### src/rtl/lzc_norm_arbiter_if.sv
// Request/result bus of the shared leading-zero-count / normalize unit.
// The master drives requests and consumes results; the slave is the arbiter.
interface lzc_norm_arbiter_if #(
   parameter int NUM_REQ = 4,
   parameter int ID_W    = 2,
   parameter int MW      = 16,
   parameter int EW      = 6
);
   logic [NUM_REQ-1:0]    req_valid;
   logic [NUM_REQ*MW-1:0] req_mant;
   logic [NUM_REQ*EW-1:0] req_exp;
   logic [NUM_REQ-1:0]    req_ready;

   logic                  out_valid;
   logic                  out_ready;
   logic [ID_W-1:0]       out_id;
   logic [MW-1:0]         out_mant;
   logic [EW-1:0]         out_exp;
   logic                  out_zero;
   logic                  out_uflow;
   logic                  busy;

   modport master (
      output req_valid, req_mant, req_exp, out_ready,
      input  req_ready, out_valid, out_id, out_mant, out_exp, out_zero, out_uflow, busy
   );

   modport slave (
      input  req_valid, req_mant, req_exp, out_ready,
      output req_ready, out_valid, out_id, out_mant, out_exp, out_zero, out_uflow, busy
   );
endinterface

### src/rtl/lzc_norm_arbiter.sv
// Round-robin shared normalizer: one grant per cycle into a 2-stage pipeline
// (S1 captures the request, S2 holds the normalized, ID-tagged result).
module lzc_norm_arbiter #(
   parameter int NUM_REQ = 4,
   parameter int ID_W    = 2,
   parameter int MW      = 16,
   parameter int EW      = 6
) (
   input logic               clk,
   input logic               resetn,
   lzc_norm_arbiter_if.slave bus
);

   localparam int CW = $clog2(MW + 1);
   localparam int SW = (CW > EW) ? CW : EW;

   logic [ID_W-1:0] ptr;
   logic            grant_found;
   logic [ID_W-1:0] grant_idx;
   logic            accept;

   logic            adv1;
   logic            adv2;

   logic            s1_valid;
   logic [MW-1:0]   s1_mant;
   logic [EW-1:0]   s1_exp;
   logic [ID_W-1:0] s1_id;

   logic [CW-1:0]   cnt;
   logic [SW-1:0]   cnt_w;
   logic [SW-1:0]   exp_w;
   logic [SW-1:0]   sh;
   logic [MW-1:0]   norm_mant;
   logic [EW-1:0]   norm_exp;
   logic            norm_zero;
   logic            norm_uflow;

   logic            s2_valid;
   logic [ID_W-1:0] s2_id;
   logic [MW-1:0]   s2_mant;
   logic [EW-1:0]   s2_exp;
   logic            s2_zero;
   logic            s2_uflow;

   // ---------------------------------------------------------------- stall
   assign adv2 = !s2_valid || bus.out_ready;
   assign adv1 = !s1_valid || adv2;

   // ------------------------------------------------------------- arbiter
   // Search upward from the pointer; NUM_REQ == 2**ID_W so the add wraps.
   always_comb begin
      // NOTE: every always_comb output gets a default first so no path can infer a latch.
      grant_found = 1'b0;
      grant_idx   = '0;
      for (int k = 0; k < NUM_REQ; k++) begin
         if (!grant_found && bus.req_valid[ptr + ID_W'(k)]) begin
            grant_found = 1'b1;
            grant_idx   = ptr + ID_W'(k);
         end
      end
   end

   assign accept = resetn && grant_found && adv1;

   always_comb begin
      bus.req_ready = '0;
      if (accept) begin
         bus.req_ready[grant_idx] = 1'b1;
      end
   end

   always_ff @(posedge clk) begin
      // NOTE: sequential state uses non-blocking assignments so every register samples pre-edge values.
      if (!resetn) begin
         ptr <= '0;
      end else if (accept) begin
         ptr <= grant_idx + ID_W'(1);
      end
   end

   // ------------------------------------------------------------ stage 1
   always_ff @(posedge clk) begin
      if (!resetn) begin
         s1_valid <= 1'b0;
      end else if (adv1) begin
         s1_valid <= accept;
      end
   end

   // NOTE: S1 payload sits behind s1_valid and is never observed while invalid, so it carries no reset.
   always_ff @(posedge clk) begin
      if (accept) begin
         s1_mant <= bus.req_mant[int'(grant_idx) * MW +: MW];
         s1_exp  <= bus.req_exp[int'(grant_idx) * EW +: EW];
         s1_id   <= grant_idx;
      end
   end

   // ------------------------------------------------ leading-zero / shift
   // Highest set bit wins because later iterations overwrite earlier ones.
   always_comb begin
      cnt = CW'(MW);
      for (int b = 0; b < MW; b++) begin
         if (s1_mant[b]) begin
            cnt = CW'(MW - 1 - b);
         end
      end
   end

   assign cnt_w      = SW'(cnt);
   assign exp_w      = SW'(s1_exp);
   assign sh         = (cnt_w < exp_w) ? cnt_w : exp_w;
   assign norm_zero  = (s1_mant == '0);
   assign norm_mant  = s1_mant << sh;
   assign norm_exp   = norm_zero ? '0 : s1_exp - EW'(sh);
   assign norm_uflow = (cnt_w > exp_w) && !norm_zero;

   // ------------------------------------------------------------ stage 2
   // Output registers are reset because they drive the ports directly.
   always_ff @(posedge clk) begin
      if (!resetn) begin
         s2_valid <= 1'b0;
         s2_id    <= '0;
         s2_mant  <= '0;
         s2_exp   <= '0;
         s2_zero  <= 1'b0;
         s2_uflow <= 1'b0;
      end else if (adv2) begin
         s2_valid <= s1_valid;
         if (s1_valid) begin
            s2_id    <= s1_id;
            s2_mant  <= norm_mant;
            s2_exp   <= norm_exp;
            s2_zero  <= norm_zero;
            s2_uflow <= norm_uflow;
         end
      end
   end

   assign bus.out_valid = s2_valid;
   assign bus.out_id    = s2_id;
   assign bus.out_mant  = s2_mant;
   assign bus.out_exp   = s2_exp;
   assign bus.out_zero  = s2_zero;
   assign bus.out_uflow = s2_uflow;
   assign bus.busy      = s1_valid || s2_valid;

endmodule

### src/flat_wrapper.sv
// flat-port wrapper written by rule: the top's interface ports become plain ports
module lzc_norm_arbiter_flat 
#(
   parameter int NUM_REQ = 4,
   parameter int ID_W    = 2,
   parameter int MW      = 16,
   parameter int EW      = 6
)
  (clk, resetn, bus_req_valid, bus_req_mant, bus_req_exp, bus_out_ready, bus_req_ready, bus_out_valid, bus_out_id, bus_out_mant, bus_out_exp, bus_out_zero, bus_out_uflow, bus_busy);
  lzc_norm_arbiter_if #(.NUM_REQ(NUM_REQ), .ID_W(ID_W), .MW(MW), .EW(EW)) bus_i ();
  input logic clk;
  input logic resetn;
  input wire logic [$bits(bus_i.req_valid)-1:0] bus_req_valid;
  input wire logic [$bits(bus_i.req_mant)-1:0] bus_req_mant;
  input wire logic [$bits(bus_i.req_exp)-1:0] bus_req_exp;
  input wire logic [$bits(bus_i.out_ready)-1:0] bus_out_ready;
  output wire logic [$bits(bus_i.req_ready)-1:0] bus_req_ready;
  output wire logic [$bits(bus_i.out_valid)-1:0] bus_out_valid;
  output wire logic [$bits(bus_i.out_id)-1:0] bus_out_id;
  output wire logic [$bits(bus_i.out_mant)-1:0] bus_out_mant;
  output wire logic [$bits(bus_i.out_exp)-1:0] bus_out_exp;
  output wire logic [$bits(bus_i.out_zero)-1:0] bus_out_zero;
  output wire logic [$bits(bus_i.out_uflow)-1:0] bus_out_uflow;
  output wire logic [$bits(bus_i.busy)-1:0] bus_busy;
  assign bus_i.req_valid = bus_req_valid;
  assign bus_i.req_mant = bus_req_mant;
  assign bus_i.req_exp = bus_req_exp;
  assign bus_i.out_ready = bus_out_ready;
  assign bus_req_ready = bus_i.req_ready;
  assign bus_out_valid = bus_i.out_valid;
  assign bus_out_id = bus_i.out_id;
  assign bus_out_mant = bus_i.out_mant;
  assign bus_out_exp = bus_i.out_exp;
  assign bus_out_zero = bus_i.out_zero;
  assign bus_out_uflow = bus_i.out_uflow;
  assign bus_busy = bus_i.busy;
  lzc_norm_arbiter #(.NUM_REQ(NUM_REQ), .ID_W(ID_W), .MW(MW), .EW(EW)) u_core (.clk(clk), .resetn(resetn), .bus(bus_i));
endmodule
### config.mk
export PLATFORM = sky130hd
export DESIGN_NAME = lzc_norm_arbiter_flat
export DESIGN_NICKNAME = d
export VERILOG_FILES = /design/src/rtl/lzc_norm_arbiter_if.sv /design/src/rtl/lzc_norm_arbiter.sv /design/src/flat_wrapper.sv
export SDC_FILE = /design/constraint.sdc
export NUM_CORES = 1
export LEC_CHECK = 0
export ABC_AREA = 1
export BUFFER_PORTS_ARGS = -buffer_cell sky130_fd_sc_hd__buf_4
export CORE_ASPECT_RATIO = 0.9
export CORE_MARGIN = 2
export CORE_UTILIZATION = 45
export CTS_BUF_LIST = sky130_fd_sc_hd__clkbuf_16
export DETAILED_ROUTE_END_ITERATION = 7
export HOLD_SLACK_MARGIN = 0.03
export PLACE_DENSITY = 0.72
export SYNTH_ARGS = -nofsm -noshare
export SYNTH_HDL_FRONTEND = slang
export SYNTH_SLANG_ARGS = --single-unit
### constraint.sdc
create_clock -name clk -period 4 [get_ports clk]
set_input_delay 0.4 -clock clk [delete_from_list [all_inputs] [get_ports clk]]
set_output_delay 0.4 -clock clk [all_outputs]
set_load 0.005 [all_outputs]
Yosys cells after proc, flatten, opt, wreduce, memory -nomap -nowiden
Cells that the tools add are included.
Widths: inputs -> output; s select.

storage, ports and cells
  RAM bits = 0
  word-level logic and storage cells = 83
  bits in read-only memories = 0
  register bits after elaboration = 54
  input bits = 95
  bits in latches = 0
  memories = 0

cells by class
  mux-type cells = 37
  bitwise gates (word level) = 0
  reduce and logical (&&, ||, !) cells = 18
  divide/modulo/power cells = 0
  $lt $le $gt $ge = 8
  equal/unequal tests = 0
  $mul = 1
  shifts and indexed selects = 3
  add/sub/neg operators = 5

operators with widths
  kind                 count
  $mux 5               16
  $shiftx 64x7->16     1
  $shiftx 24x32->6     1
  $logic_not 16->1     1
  $shl 16x6->16        1
  $lt 2x3->1 const B   5
  $mux 6               2
  $mux 1               9
  $bmux 1 s2           4
  $mux 2               4
  $logic_and 1x1->1    7
  $gt 5x6->1           1
  $logic_not 1->1      6
  $lt 5x6->1           1
  $sub 6x6->6          1
  $add 2x1->2 const B  2
  $add 2x2->2 const B  2
  $mul 2x2->4 const B  1
  $mux 4               1
  $logic_or 1x1->1     3
  $demux 1 s2          1
  $ge 2x1->1 const B   1
  $reduce_and 2->1     1

Logic depth before layout (Yosys ltp)
  depth after elaboration = 20
  depth in mapped cells = 38
  mapped depth without buffers = 37

Worst setup path before layout
Ideal clock, no wire load.

  path type = reg-to-reg
  start point = reg u_core.s1_mant[0]
  end point = reg u_core.s2_exp[5] (netlist: u_core.bus.out_exp[5])
  buffers on the path = 1
  data arrival time = 3466 ps
  path slack = 401 ps
  library setup time = 134 ps
  period minus slack after synthesis = 3599 ps
  stages on the path, launching flop included = 37
  cell sequence = edfxtp_1 > nand2_1 > nand2_1 > nand2_1 > nand2_1 > nand2_1 > nand2_1 > nand2_1 > nand2_1 > nand2_1 > nand2_1 > nand2_1 > nand2_1 > nand2_1 > nand2_1 > nand2_1 > ha_1 > inv_1 > a21oi_1 > inv_1 > nand2_1 > nand2_2 > a21oi_4 > inv_4 > o21ai_2 > inv_1 > buf_2 > ha_1 > nand2_1 > nor2_1 > a211oi_1 > o21ai_0 > nand2_1 > nand2_1 > xor2_1 > nand2_1 > a21oi_1

between the ends
  longest elaborated chain between the ends = 20

ends and longest elaborated chain
  item                    line                     RTL
  start, declared         lzc_norm_arbiter.sv:26   logic [MW-1:0] s1_mant;
  start signal, assigned  lzc_norm_arbiter.sv:94   s1_mant <= bus.req_mant[int'(grant_idx) * MW +: MW];
  $mux 5 (16 in series)   lzc_norm_arbiter.sv:105  if (s1_mant[b]) begin
  $lt 5x6->1              lzc_norm_arbiter.sv:113  assign sh = (cnt_w < exp_w) ? cnt_w : exp_w;
  $mux 6                  lzc_norm_arbiter.sv:113
  $sub 6x6->6             lzc_norm_arbiter.sv:116  assign norm_exp = norm_zero ? '0 : s1_exp - EW'(sh);
  $mux 6 (*)              lzc_norm_arbiter.sv:116
  end signal, assigned    lzc_norm_arbiter.sv:134  s2_exp <= norm_exp;
  end, declared           lzc_norm_arbiter.sv:42   logic [EW-1:0] s2_exp;

Mark *: on every way between the ends. The rest lies on a longest branch, timed or not.
A chain may end at the register's enable or synchronous reset.

Worst setup path in the final report
  start point = reg u_core.s1_mant[2]
  end point = reg u_core.s2_exp[4] (netlist: u_core.bus.out_exp[4])

between the ends
  longest elaborated chain between the ends = 18

ends and longest elaborated chain
  item                   line
  $mux 5 (14 in series)  lzc_norm_arbiter.sv:105
  $lt 5x6->1             lzc_norm_arbiter.sv:113
  $mux 6                 lzc_norm_arbiter.sv:113
  $sub 6x6->6            lzc_norm_arbiter.sv:116
  $mux 6 (*)             lzc_norm_arbiter.sv:116

Marked as above.

==> impl_metrics.csv <==
group,metric,value,unit
critical_path,critPathLaunchType,"register",
die,die_w,105,um
die,pin_count,127,
routing,dr.first_iter.drc_count,186,
cts,cts_buffer_depth,2,
sta,slew_violations,0,
critical_path,crit_start,"u_core.s1_mant[2]$_DFFE_PP_",
routing,drc,0,
cts,cts.sinks,54,
placed_design,dp.cells,833,
yosys,ys_warn_count,0,
grt,gr-usage-all-layers,23.7,%
power,powerDensity,1010,nW/um^2
grt,gr-total-overflow,0,
critical_path,path_buf_inv,6,
sta,tightest_slew,918,ps
finish,area_growth_syn_to_layout,30.4,%
sta,setup_violations,0,
sta,post-route-min-period,3710,ps
min_path,hp-class,"input pin to register",
cts,cts_tree,"done",
cts,cts.htree.levels,2,
cts,root_buffer,"clkbuf_16",
routing,totalWireLength,12200,um
routing,wl_per_cell,14.2,um
die,fp.dieArea,9910,um^2
grt,antenna_found_initial,0,
placed_design,dpl.hpwl,9080,um
yosys,ys_types,46,
power,vdd_drop_max,754,uV
sta,fmax,0.269,GHz
power,power,5.41,mW
die,rows,33,
critical_path,crit_type,"register to register",
routing,dr.pass1.iters,5,
routing,via_count,4548,
yosys,ys_top_cells_by_area,"edfxtp_1 18%, dfxtp_1 15%, nand2_1 11%, nand3_1 11%, o21ai_0 7.4%",
job,drv_cap,0,
critical_path,path_common_cell,"nand2_1",
die,core,9000,um^2
finish,drive_gt1_share,26.5,%
cts,clk_latency,290,ps
yosys,synth_edf_count,24,
finish,layout.nets,839,
placed_design,gp_congestion,0.879,
outcome,status,"finished clean",
yosys,yosys.area.top_type,"edfxtp_1",
critical_path,cp-end-kind,"register",
placed_design,port_buffers,126,
critical_path,rr_startpoint,"u_core.s1_mant[2]$_DFFE_PP_",
finish,diodes,0,
critical_path,worstPathRequired,4220,ps
routing,vias_per_cell,5.33,
yosys,ys_seq_area_share,32.2,%
yosys,yosysTopAreaCellShare,17.6,%
critical_path,critical_path.top_delay_family,"compound AO/OA/AOI/OAI gates",
yosys,yosysMostFrequentCell,"nand2_1",
critical_path,cp_slowest_cell,"edfxtp_1",
yosys,async_flop_share,0,%
critical_path,worstPathArrival,3930,ps
sta,fin_crit_sh,92.8,%
cts,numCtsBuffers,5,
routing,postRouteAntennaNets,0,
sta,fin_skew,5.18,ps
yosys,synth_ff_type,"dfxtp_1",
cts,holdBufCountCts,0,
grt,grt_pass1_vias,4304,
die,chipHeight,94.6,um
critical_path,critPathMaxStageDelay,430,ps
yosys,synth_area,4110,um^2
finish,fin_cells,854,
power,p_leak,2.59,nW
sta,hold_viol,0,
min_path,hp-start,"resetn",
yosys,netlist_top_cells_count,"120 x nand2_1, 90 x nand3_1, 71 x inv_1",
yosys,synthesis.nets,716,
critical_path,crit_fanout,6,
yosys,ys_ff_latch,54,
cts,clk_pin_slew,70,ps
sta,slew_headroom,38.8,%
yosys,syn_inst,608,
grt,grt_first_pass_wirelength,19200,um
die,initial_core_util,45.6,%
yosys,synth_area_per_cell,6.75,um^2
grt,grt_max_degree,47,
==> placed cells by master, fill, tap and decap left out, types with 21 or more instances in the layout <==
cell type  instances
o21ai_0           61
inv_1             71
dfxtp_1           30
nand3_1           90
o22ai_1           22
a21oi_1           21
nand2_1          119
buf_4            145
edfxtp_1          24
nor2_1            70
==> through the flow <==
stage | hold slack (ps) | TNS (ps) | cell area [um^2] | worst slack, ps | utilization (%)
floorplan | 462 | 0 | 4110 | 401 | -
global placement | 456 | 0 | 5070 | 309 | 56.4
detailed placement | 458 | 0 | 5070 | 213 | 56.4
finish | 401 | 0 | 5360 | 289 | 59.5
global route | 415 | -19.0 | 5360 | -19.0 | 59.5
CTS | 397 | 0 | 5230 | 135 | 58.1
==> final timing paths <==
path	end	slack, ps	cells past startpoint
worst max-delay path	u_core.bus.out_exp[4]$_SDFFE_PN0P_	290	27
worst min-delay path	u_core.bus.out_mant[15]$_SDFFE_PN0P_	400	3
worst max register to register	u_core.bus.out_exp[4]$_SDFFE_PN0P_	290	27
worst min register to register	u_core.bus.out_mant[1]$_SDFFE_PN0P_	470	2
==> tightest hold or removal path, stage by stage <==
cell,delay (ps)
buf_4,160
nand2_1,70
inv_1,40
==> metal layers <==
| metal | routed length [um] | global-route usage [%] |
|---|---|---|
| met1 | 5070 | 28.6 |
| met2 | 6110 | 43.4 |
| met3 | 738 | 4.35 |
| met4 | 255 | 6.89 |
| met5 | 0 | 0 |
==> flip-flops by register name, summed over array words and instances, names as in the netlist <==
register              flops
u_core.s1_id              2
u_core.bus.out_exp        6
u_core.bus.out_zero       1
u_core.bus.out_mant      16
u_core.s1_mant           16
u_core.exp_w              6
u_core.s1_valid           1
u_core.bus.out_id         2
u_core.bus.out_uflow      1
u_core.ptr                2
u_core.bus.out_valid      1
==> cell type report <==
cell class              instances  area [um^2]
well taps                     122          153
flip-flops and latches         54         1320
clock inverters                 2         7.51
repair inverters                1         5.00
repair buffers                145         1090
multi-input cells             448         2340
clock buffers                   6          150
inverters                      76          293
fillers                       857         3650
==> repair_timing <==
item / in CTS / in global routing
buffers inserted: 0 / 12
resized for setup: 0 / 6
endpoints found under the setup margin: 0 / 5
==> where the power goes <==
group          switching, mW  leakage [nW]  internal, mW
registers              0.198         0.480         0.977
clock network          0.195        0.0835         0.267
logic                   2.40          2.03          1.37
total                   2.80          2.59          2.62
==> kinds of logic (layout without fill, tap and decap cells) <==
logic type	Yosys count	after routing	share of synthesized area, %
buffers and inverters	106	230	11.5
AOI/OAI and AO/OA	122	122	17.3
and+or+nand+nor	309	309	34.0
xor gates and xnor gates	4	4	0.853
adders and majority gates	13	13	4.14
DFF	54	54	32.2
(Power assumes the default switching activity.)
